## src/rtl/evrf_uop_issue.sv

```systemverilog
// uOP issue stage between the scheduler FIFO and the VRF/MVU read ports.
// Holds one uOP, gates issue on tag ordering, MVU availability and downstream credits.
module evrf_uop_issue #(
    parameter int VRFAW   = 9,
    parameter int NTAGW   = 5,
    parameter int RD_LAT  = 2,
    parameter int CREDITS = 4
) (
    input  logic              clk,
    input  logic              rst,
    input  logic              i_uinst_rdy,
    output logic              o_uinst_rd_en,
    input  logic [1:0]        i_uinst_src,
    input  logic [VRFAW-1:0]  i_uinst_addr,
    input  logic [NTAGW-1:0]  i_uinst_tag,
    input  logic [NTAGW-1:0]  i_tag_done,
    input  logic              i_mvu_valid,
    output logic              o_mvu_rd_en,
    output logic              o_vrf_rd_en,
    output logic [VRFAW-1:0]  o_vrf_rd_addr,
    output logic              o_out_valid,
    output logic [1:0]        o_out_src,
    output logic [NTAGW-1:0]  o_out_tag,
    input  logic              i_credit_ret,
    output logic [15:0]       o_stall_cnt,
    output logic              o_err
);
    localparam int CW = $clog2(CREDITS + 1);
    localparam logic [CW-1:0] CRED_MAX = CW'(CREDITS);
    localparam logic [1:0] SRC_VRF = 2'd1;
    localparam logic [1:0] SRC_ILL = 2'd3;

    typedef enum logic {IDLE, LOADED} state_t;

    state_t               state, state_nxt;
    logic [1:0]           h_src;
    logic [VRFAW-1:0]     h_addr;
    logic [NTAGW-1:0]     h_tag;
    logic [CW-1:0]        credits;
    logic [RD_LAT:1]             vld_pipe;
    logic [RD_LAT:1][1:0]        src_pipe;
    logic [RD_LAT:1][NTAGW-1:0]  tag_pipe;

    logic pop, issue, drop, stall, src_ok, ret_ovf;

    always_comb begin
        state_nxt = state;
        pop       = 1'b0;
        issue     = 1'b0;
        drop      = 1'b0;
        stall     = 1'b0;
        src_ok    = (h_src == SRC_VRF) ? (h_tag <= i_tag_done) : i_mvu_valid;
        case (state)
            IDLE: begin
                if (i_uinst_rdy) begin
                    pop       = 1'b1;
                    state_nxt = LOADED;
                end
            end
            LOADED: begin
                if (h_src == SRC_ILL)
                    drop = 1'b1;
                else if (credits != '0 && src_ok)
                    issue = 1'b1;
                else
                    stall = 1'b1;
                // Consuming the held uOP lets the next one load in the same cycle
                if (issue || drop) begin
                    pop       = i_uinst_rdy;
                    state_nxt = i_uinst_rdy ? LOADED : IDLE;
                end
            end
            default: state_nxt = IDLE;
        endcase
    end

    assign ret_ovf       = i_credit_ret && !issue && (credits == CRED_MAX);
    assign o_uinst_rd_en = pop && !rst;
    assign o_vrf_rd_en   = issue && (h_src == SRC_VRF);
    assign o_vrf_rd_addr = o_vrf_rd_en ? h_addr : '0;
    assign o_mvu_rd_en   = issue && (h_src != SRC_VRF);
    assign o_out_valid   = vld_pipe[RD_LAT];
    assign o_out_src     = src_pipe[RD_LAT];
    assign o_out_tag     = tag_pipe[RD_LAT];

    always_ff @(posedge clk or posedge rst) begin
        if (rst) begin
            state  <= IDLE;
            h_src  <= '0;
            h_addr <= '0;
            h_tag  <= '0;
        end else begin
            state <= state_nxt;
            if (pop) begin
                h_src  <= i_uinst_src;
                h_addr <= i_uinst_addr;
                h_tag  <= i_uinst_tag;
            end
        end
    end

    always_ff @(posedge clk or posedge rst) begin
        if (rst) begin
            credits     <= CRED_MAX;
            o_stall_cnt <= '0;
            o_err       <= 1'b0;
        end else begin
            if (issue && !i_credit_ret)
                credits <= credits - CW'(1);
            else if (i_credit_ret && !issue && !ret_ovf)
                credits <= credits + CW'(1);
            if (stall && o_stall_cnt != 16'hFFFF)
                o_stall_cnt <= o_stall_cnt + 16'd1;
            if (drop || ret_ovf)
                o_err <= 1'b1;
        end
    end

    // Stage k carries the sideband of the uOP issued k cycles ago
    always_ff @(posedge clk or posedge rst) begin
        if (rst) begin
            vld_pipe <= '0;
            src_pipe <= '0;
            tag_pipe <= '0;
        end else begin
            vld_pipe[1] <= issue;
            src_pipe[1] <= issue ? h_src : 2'd0;
            tag_pipe[1] <= issue ? h_tag : '0;
            for (int k = 2; k <= RD_LAT; k++) begin
                vld_pipe[k] <= vld_pipe[k-1];
                src_pipe[k] <= src_pipe[k-1];
                tag_pipe[k] <= tag_pipe[k-1];
            end
        end
    end
endmodule

```

## config.mk

```make
export PLATFORM = sky130hd
export DESIGN_NAME = evrf_uop_issue
export DESIGN_NICKNAME = d
export VERILOG_FILES = /design/src/rtl/evrf_uop_issue.sv
export SDC_FILE = /design/constraint.sdc
export NUM_CORES = 1
export LEC_CHECK = 0
export ABC_AREA = 1
export CORE_MARGIN = 5
export CORE_UTILIZATION = 40
export DETAILED_ROUTE_END_ITERATION = 12
export GPL_ROUTABILITY_DRIVEN = 0
export HOLD_SLACK_MARGIN = 0.12
export PLACE_DENSITY = 0.77
export SLEW_MARGIN = 25
export SYNTH_ARGS = -nofsm -noshare
export SYNTH_HDL_FRONTEND = slang
export SYNTH_SLANG_ARGS = --single-unit
```

## constraint.sdc

```tcl
create_clock -name clk -period 5.3 [get_ports clk]
set_input_delay 0.53 -clock clk [delete_from_list [all_inputs] [get_ports clk]]
set_output_delay 0.53 -clock clk [all_outputs]
set_load 0.03 [all_outputs]
```

==> results of run 1 <==
==> cell usage in the layout (no fill, tap or decap), types with 3 or more instances in the layout <==
cell type	count
nor2_1	39
xnor2_1	4
o21ai_1	3
nand4_1	4
o21ai_0	10
xor2_1	9
nand3_1	12
nor3_1	7
inv_1	46
clkdlybuf4s50_1	62
nand2_1	56
ha_1	6
clkbuf_8	5
dfrtp_1	52
a21oi_1	18
==> cell families after synthesis <==
kind of cell / after synthesis
simple gates: 127
buf+inv: 63
flops: 53
compound gates: 34
xor+xnor: 13
fa+ha+maj: 7
==> power by group <==
part           internal (mW)  leakage [nW]  switching, mW
Sequential             0.556         0.660         0.0968
Clock                  0.141        0.0543          0.136
Combinational          0.295         0.848          0.505
Total                  0.992          1.56          0.738
==> state kept, by name, indices dropped and copies added, names as in the netlist <==
name,flops
o_out_src,2
h_tag,5
o_err,1
o_stall_cnt,16
h_src,2
tag_pipe,5
vld_pipe,2
o_out_tag,5
h_addr,9
src_pipe,2
state,1
credits,3
==> final timing paths <==
path | from | to | slack [ps] | cells past startpoint
max reg2reg | h_tag[4] | credits[2] | 2810 | 13
min reg2reg | tag_pipe[1] | o_out_tag[1] | 360 | 0
min | tag_pipe[1] | o_out_tag[1] | 360 | 0
max in group asynchronous | rst | o_stall_cnt[12] | 4190 | 2
max | i_tag_done[4] | o_vrf_rd_addr[4] | 1330 | 13
min in group asynchronous | rst | o_stall_cnt[0] | 690 | 2
==> worst max-delay path, stage by stage <==
cell and delay (ps):
clkdlybuf4s50_1 450, inv_1 40, ha_1 300, nand2_1 100, inv_1 50, nand2_1 60, nand3_1 70, nand2_1 80
nand3_1 350, nor2_1 280, clkinv_1 270, nor2_1 160, clkdlybuf4s50_1 690
==> through the flow <==
stage / hold slack [ps] / setup slack, ps / instances / total power, mW / utilization, %
after floorplan: 331 / 2730 / 297 / 1.21 / -
after global placement: 333 / 1420 / 423 / 1.44 / 50.6
after detailed placement: 341 / 1340 / 423 / 1.47 / 50.6
after CTS: 367 / 1320 / 431 / 1.75 / 52.5
after global routing: 375 / 1050 / 431 / 1.87 / 52.5
final: 365 / 1330 / 431 / 1.73 / 52.5
==> layer usage <==
| layer | routed length (µm) | vias to the layer above | global-route usage (%) |
|---|---|---|---|
| li1 | - | 1025 | - |
| met1 | 2330 | 942 | 17.3 |
| met2 | 2650 | 49 | 23.3 |
| met3 | 269 | 7 | 3.09 |
| met4 | 89 | 0 | 5.83 |
| met5 | 0 | - | 0 |
==> final cells by class <==
cell class / count / area [µm²]
fillers: 597 / 2980
flip-flops and latches: 53 / 1330
multi-input cells: 181 / 943
repair buffers: 62 / 621
inverters: 50 / 190
well taps: 77 / 96.3
clock buffers: 5 / 68.8
clock inverters: 3 / 46.3
==> impl_metrics.ini, run 1 <==
[clock_network]
ctsLongestPathBuffers = 2
cts_hold_bufs = 0
cts_tree = done
clkTransAtPathRegs_ps = 100
worstSkewPairLatency_ps = 300
clockRootBuffer = clkbuf_8
postCtsSetupRepairBufs = 0
tritoncts.num_buffers = 5
post_cts_resized = 0
htreeDepth = 2
numClockSinks = 53

[logic_synthesis]
synthMuxAreaShare_pct = 0
yosys.area.top_type_share_pct = 51.0
ys_top_cells_by_count = nand2_1 (56), dfrtp_1 (52), inv_1 (47)
synth_xor_xnor_area_share_pct = 4.46
average_cell_area_after_synthesis_um2 = 8.60
arithmetic_cell_share_of_the_synthesized_area_counting_full_adders_half_adders_and_majority_gates_pct = 3.72
synth-edff-count = 0
synth.distinct_cells = 29
yosysMostFrequentCell = nand2_1
synthArstFlopShare_pct = 100
synth_seq_area_share_pct = 52.0
yosys.area.top_type = dfrtp_1
synthesis.yosys.warnings = 0
synthesis.area_mm2 = 0.00255
post_synth_main_area_contributors = dfrtp_1 (51%), nand2_1 (8.2%), inv_1 (6.9%)
synthesized_instance_count = 297
synth_simple_gate_area_share_pct = 21.3
syn_nets = 330
synth.ff_latch_count = 53
combinational_family_with_the_most_area_after_synthesis = simple AND/OR/NAND/NOR gates
ys_dominant_reg_cell = dfrtp_1
synth-compound-area-share_pct = 7.50

[sta]
setup_viol_count_final = 0
finalMaxSlewViolations = 0
hold_viol = 0
worst-slew-pin-transition_ps = 641
finClkSkew_ps = 7.18
period_needed_ps = 3970
worst_rel_slew_slack_pct = 57.3
timing.setup.tns_ps = 0
achievable-frequency_mhz = 252
layout_worst_path_cycle_share_pct = 74.9
unrepaired_setup_endpoints_after_global_routing = no

[global_route]
grt_util_all_layers_pct = 13.9
global_route_wire_length_before_repair_um = 9460
grt_max_degree = 54
initial_antenna_violation_count = 0
overflow = 0
grt_pass1_vias = 2089

[layout]
area_growth_syn_to_layout_pct = 29.0
n_antenna_cell = 0
drive_gt1_share_pct = 5.65
nNetsFinal = 386
fin_area_mm2 = 0.00329

[floorplanning]
die_area_mm2 = 0.00808
ios = 63
fp-row-count = 29
floorplan.initialDensity_pct = 40.7
fp.dieW_um = 89.9
die_h_um = 89.9
core_ar_mm2 = 0.00628

[route]
dr.pass1.iters = 5
drt_iter0_markers = 135
routed_via_density = 4.69
via_count = 2023
routed_wl_um = 5330
wire_per_inst_um = 12.4
antenna_left = 0
drc_errors = 0

[power_and_ir_drop]
leakagePower_nw = 1.56
cellPowerDensity_mw_per_mm2 = 525
ir_worst_vdd_uv = 263

[setup_path]
worst-endpoint-arrival_ps = 3440
worst-setup-path-type = in -> out
startpoint_class = primary input
maximum_net_fanout_on_the_critical_path = 14
required_ps = 4770
endpoint_kind = output pin

[placement]
portBuffers = 62
place_hpwl_um = 3990
dpl_cell_area_mm2 = 0.00318

[run_status]
run_status = finished clean

[run]
max_cap_violations = 0

[worst_hold_path]
hold_path_class = reg -> reg
Power figures use the tool's default switching activity.
==> inputs of run 2 (changes only) <==
clock period = 3.8 ns   (was 5.3 ns; I/O delays follow)
==> run 2 against run 1 <==
Compared with the run above: core utilization barely moved; first-iteration DRC count down 23%; cell count grew 0.70%; critical path type unchanged; highest routed layer unchanged; non-clock buffer count increased by 3; largest cell class unchanged; clock power increased by 20%; total power up 36%; die area stayed put; count of clock-buffer cells in the layout unchanged.
==> impl_metrics.ini, run 2 (synthesized netlist as in run 1, its figures left out) <==
[run_status]
run_status = finished clean

[sta]
finalMaxSlewViolations = 0
achievable-frequency_mhz = 306
finClkSkew_ps = 16.1
period_needed_ps = 3270
worst-slew-pin-transition_ps = 677
layout_worst_path_cycle_share_pct = 86.0
hold_viol = 0
unrepaired_setup_endpoints_after_global_routing = no
setup_viol_count_final = 0
whs_ps = 355
worst_rel_slew_slack_pct = 54.8
timing.setup.tns_ps = 0

[power_and_ir_drop]
ir_worst_vdd_uv = 333
leakagePower_nw = 1.57
total_power_mw = 2.36
cellPowerDensity_mw_per_mm2 = 716

[global_route]
gr-max-usage-layer = met2
grt_max_degree = 34
initial_antenna_violation_count = 0
use_met3_pct = 3.59
grt_use_met2_pct = 22.3
global_route_wire_length_before_repair_um = 9110
grt_pass1_vias = 2005
met1_track_utilization_from_global_routing_pct = 16.4
overflow = 0
grt_util_all_layers_pct = 13.4

[floorplanning]
die_area_mm2 = 0.00808
fp-row-count = 29
ios = 63
floorplan.initialDensity_pct = 40.7
fp.dieW_um = 89.9
core_ar_mm2 = 0.00628
die_h_um = 89.9

[clock_network]
ctsLongestPathBuffers = 2
numClockSinks = 53
cts_hold_bufs = 0
postCtsSetupRepairBufs = 0
htreeDepth = 2
clkTransAtPathRegs_ps = 100
post_cts_resized = 0
worstSkewPairLatency_ps = 320
clockRootBuffer = clkbuf_8
cts_tree = done
tritoncts.num_buffers = 5

[layout]
nNetsFinal = 389
area_growth_syn_to_layout_pct = 28.9
n_antenna_cell = 0
layout.cells.most_common_list = clkdlybuf4s50_1 (62), nand2_1 (56), dfrtp_1 (52), inv_1 (46), nor2_1 (39)
max_reg_flops = 16
largest_regs = o_stall_cnt x16, h_addr x9
registers.top_by_ff_count = o_stall_cnt
fin_area_mm2 = 0.00329
drive_gt1_share_pct = 6.44
mostFrequentLayoutCell = clkdlybuf4s50_1

[setup_path]
required_ps = 3420
maximum_net_fanout_on_the_critical_path = 9
startpoint_class = primary input
worst-setup-path-type = in -> out
endpoint_kind = output pin
worst-endpoint-arrival_ps = 2890

[route]
wire_per_inst_um = 11.9
routed_via_density = 4.65
routed_wl_um = 5160
antenna_left = 0
drt_iter0_markers = 104
drc_errors = 0
dr.pass1.iters = 4
via_count = 2020

[placement]
dpl_cell_area_mm2 = 0.00320
place_hpwl_um = 3910
portBuffers = 62

[run]
max_cap_violations = 0

[worst_hold_path]
hold_path_class = reg -> reg
[run 2: worst paths after layout]
kind | startpoint | slack, ps | to | cells after the start
min reg2reg | tag_pipe[1] | 360 | o_out_tag[1] | 0
max reg2reg | h_tag[4] | 1520 | credits[2] | 13
max | i_tag_done[4] | 530 | o_vrf_rd_addr[5] | 13
min in group asynchronous | rst | 510 | o_stall_cnt[10] | 2
min | tag_pipe[1] | 360 | o_out_tag[1] | 0
max in group asynchronous | rst | 2560 | o_out_tag[1] | 3
[run 2: per-stage QoR]
| stage | setup WS (ps) | utilization [%] | std cells |
|---|---|---|---|
| global placement | 562 | 50.9 | 426 |
| finish | 531 | 52.4 | 434 |
| global route | 281 | 52.4 | 434 |
| floorplan | 1530 | - | 297 |
| CTS | 499 | 52.4 | 434 |
| detailed placement | 498 | 50.9 | 426 |
[run 2: metal layers]
| layer | share of wire [%] | vias up |
|---|---|---|
| met4 | 2.5 | 0 |
| met2 | 48 | 50 |
| met5 | 0 | - |
| met1 | 43 | 928 |
| li1 | - | 1031 |
| met3 | 5.6 | 11 |
[run 2: worst max-delay path, cell delays in order]
cell and delay (ps):
clkdlybuf4s50_1 460, inv_1 40, ha_1 300, nand2_1 110
inv_1 50, nand2_1 60, nand3_1 70, nand2_1 90
nand3_1 90, nor2_1 140, clkinv_1 240, nor2_1 170
clkdlybuf4s50_1 690
[run 2: final cells by class]
type	count	area, µm²
clock buffer	5	68.8
multi-input combinational	181	943
fill	558	2990
clock inverter	3	25.0
timing repair buffer	65	643
inverter	50	188
tap	77	96.3
sequential	53	1330
[run 2: power by group]
group / internal, mW / switching (mW) / total [mW]
Combinational: 0.421 / 0.702 / 1.12
Sequential: 0.774 / 0.128 / 0.903
Clock: 0.133 / 0.199 / 0.332
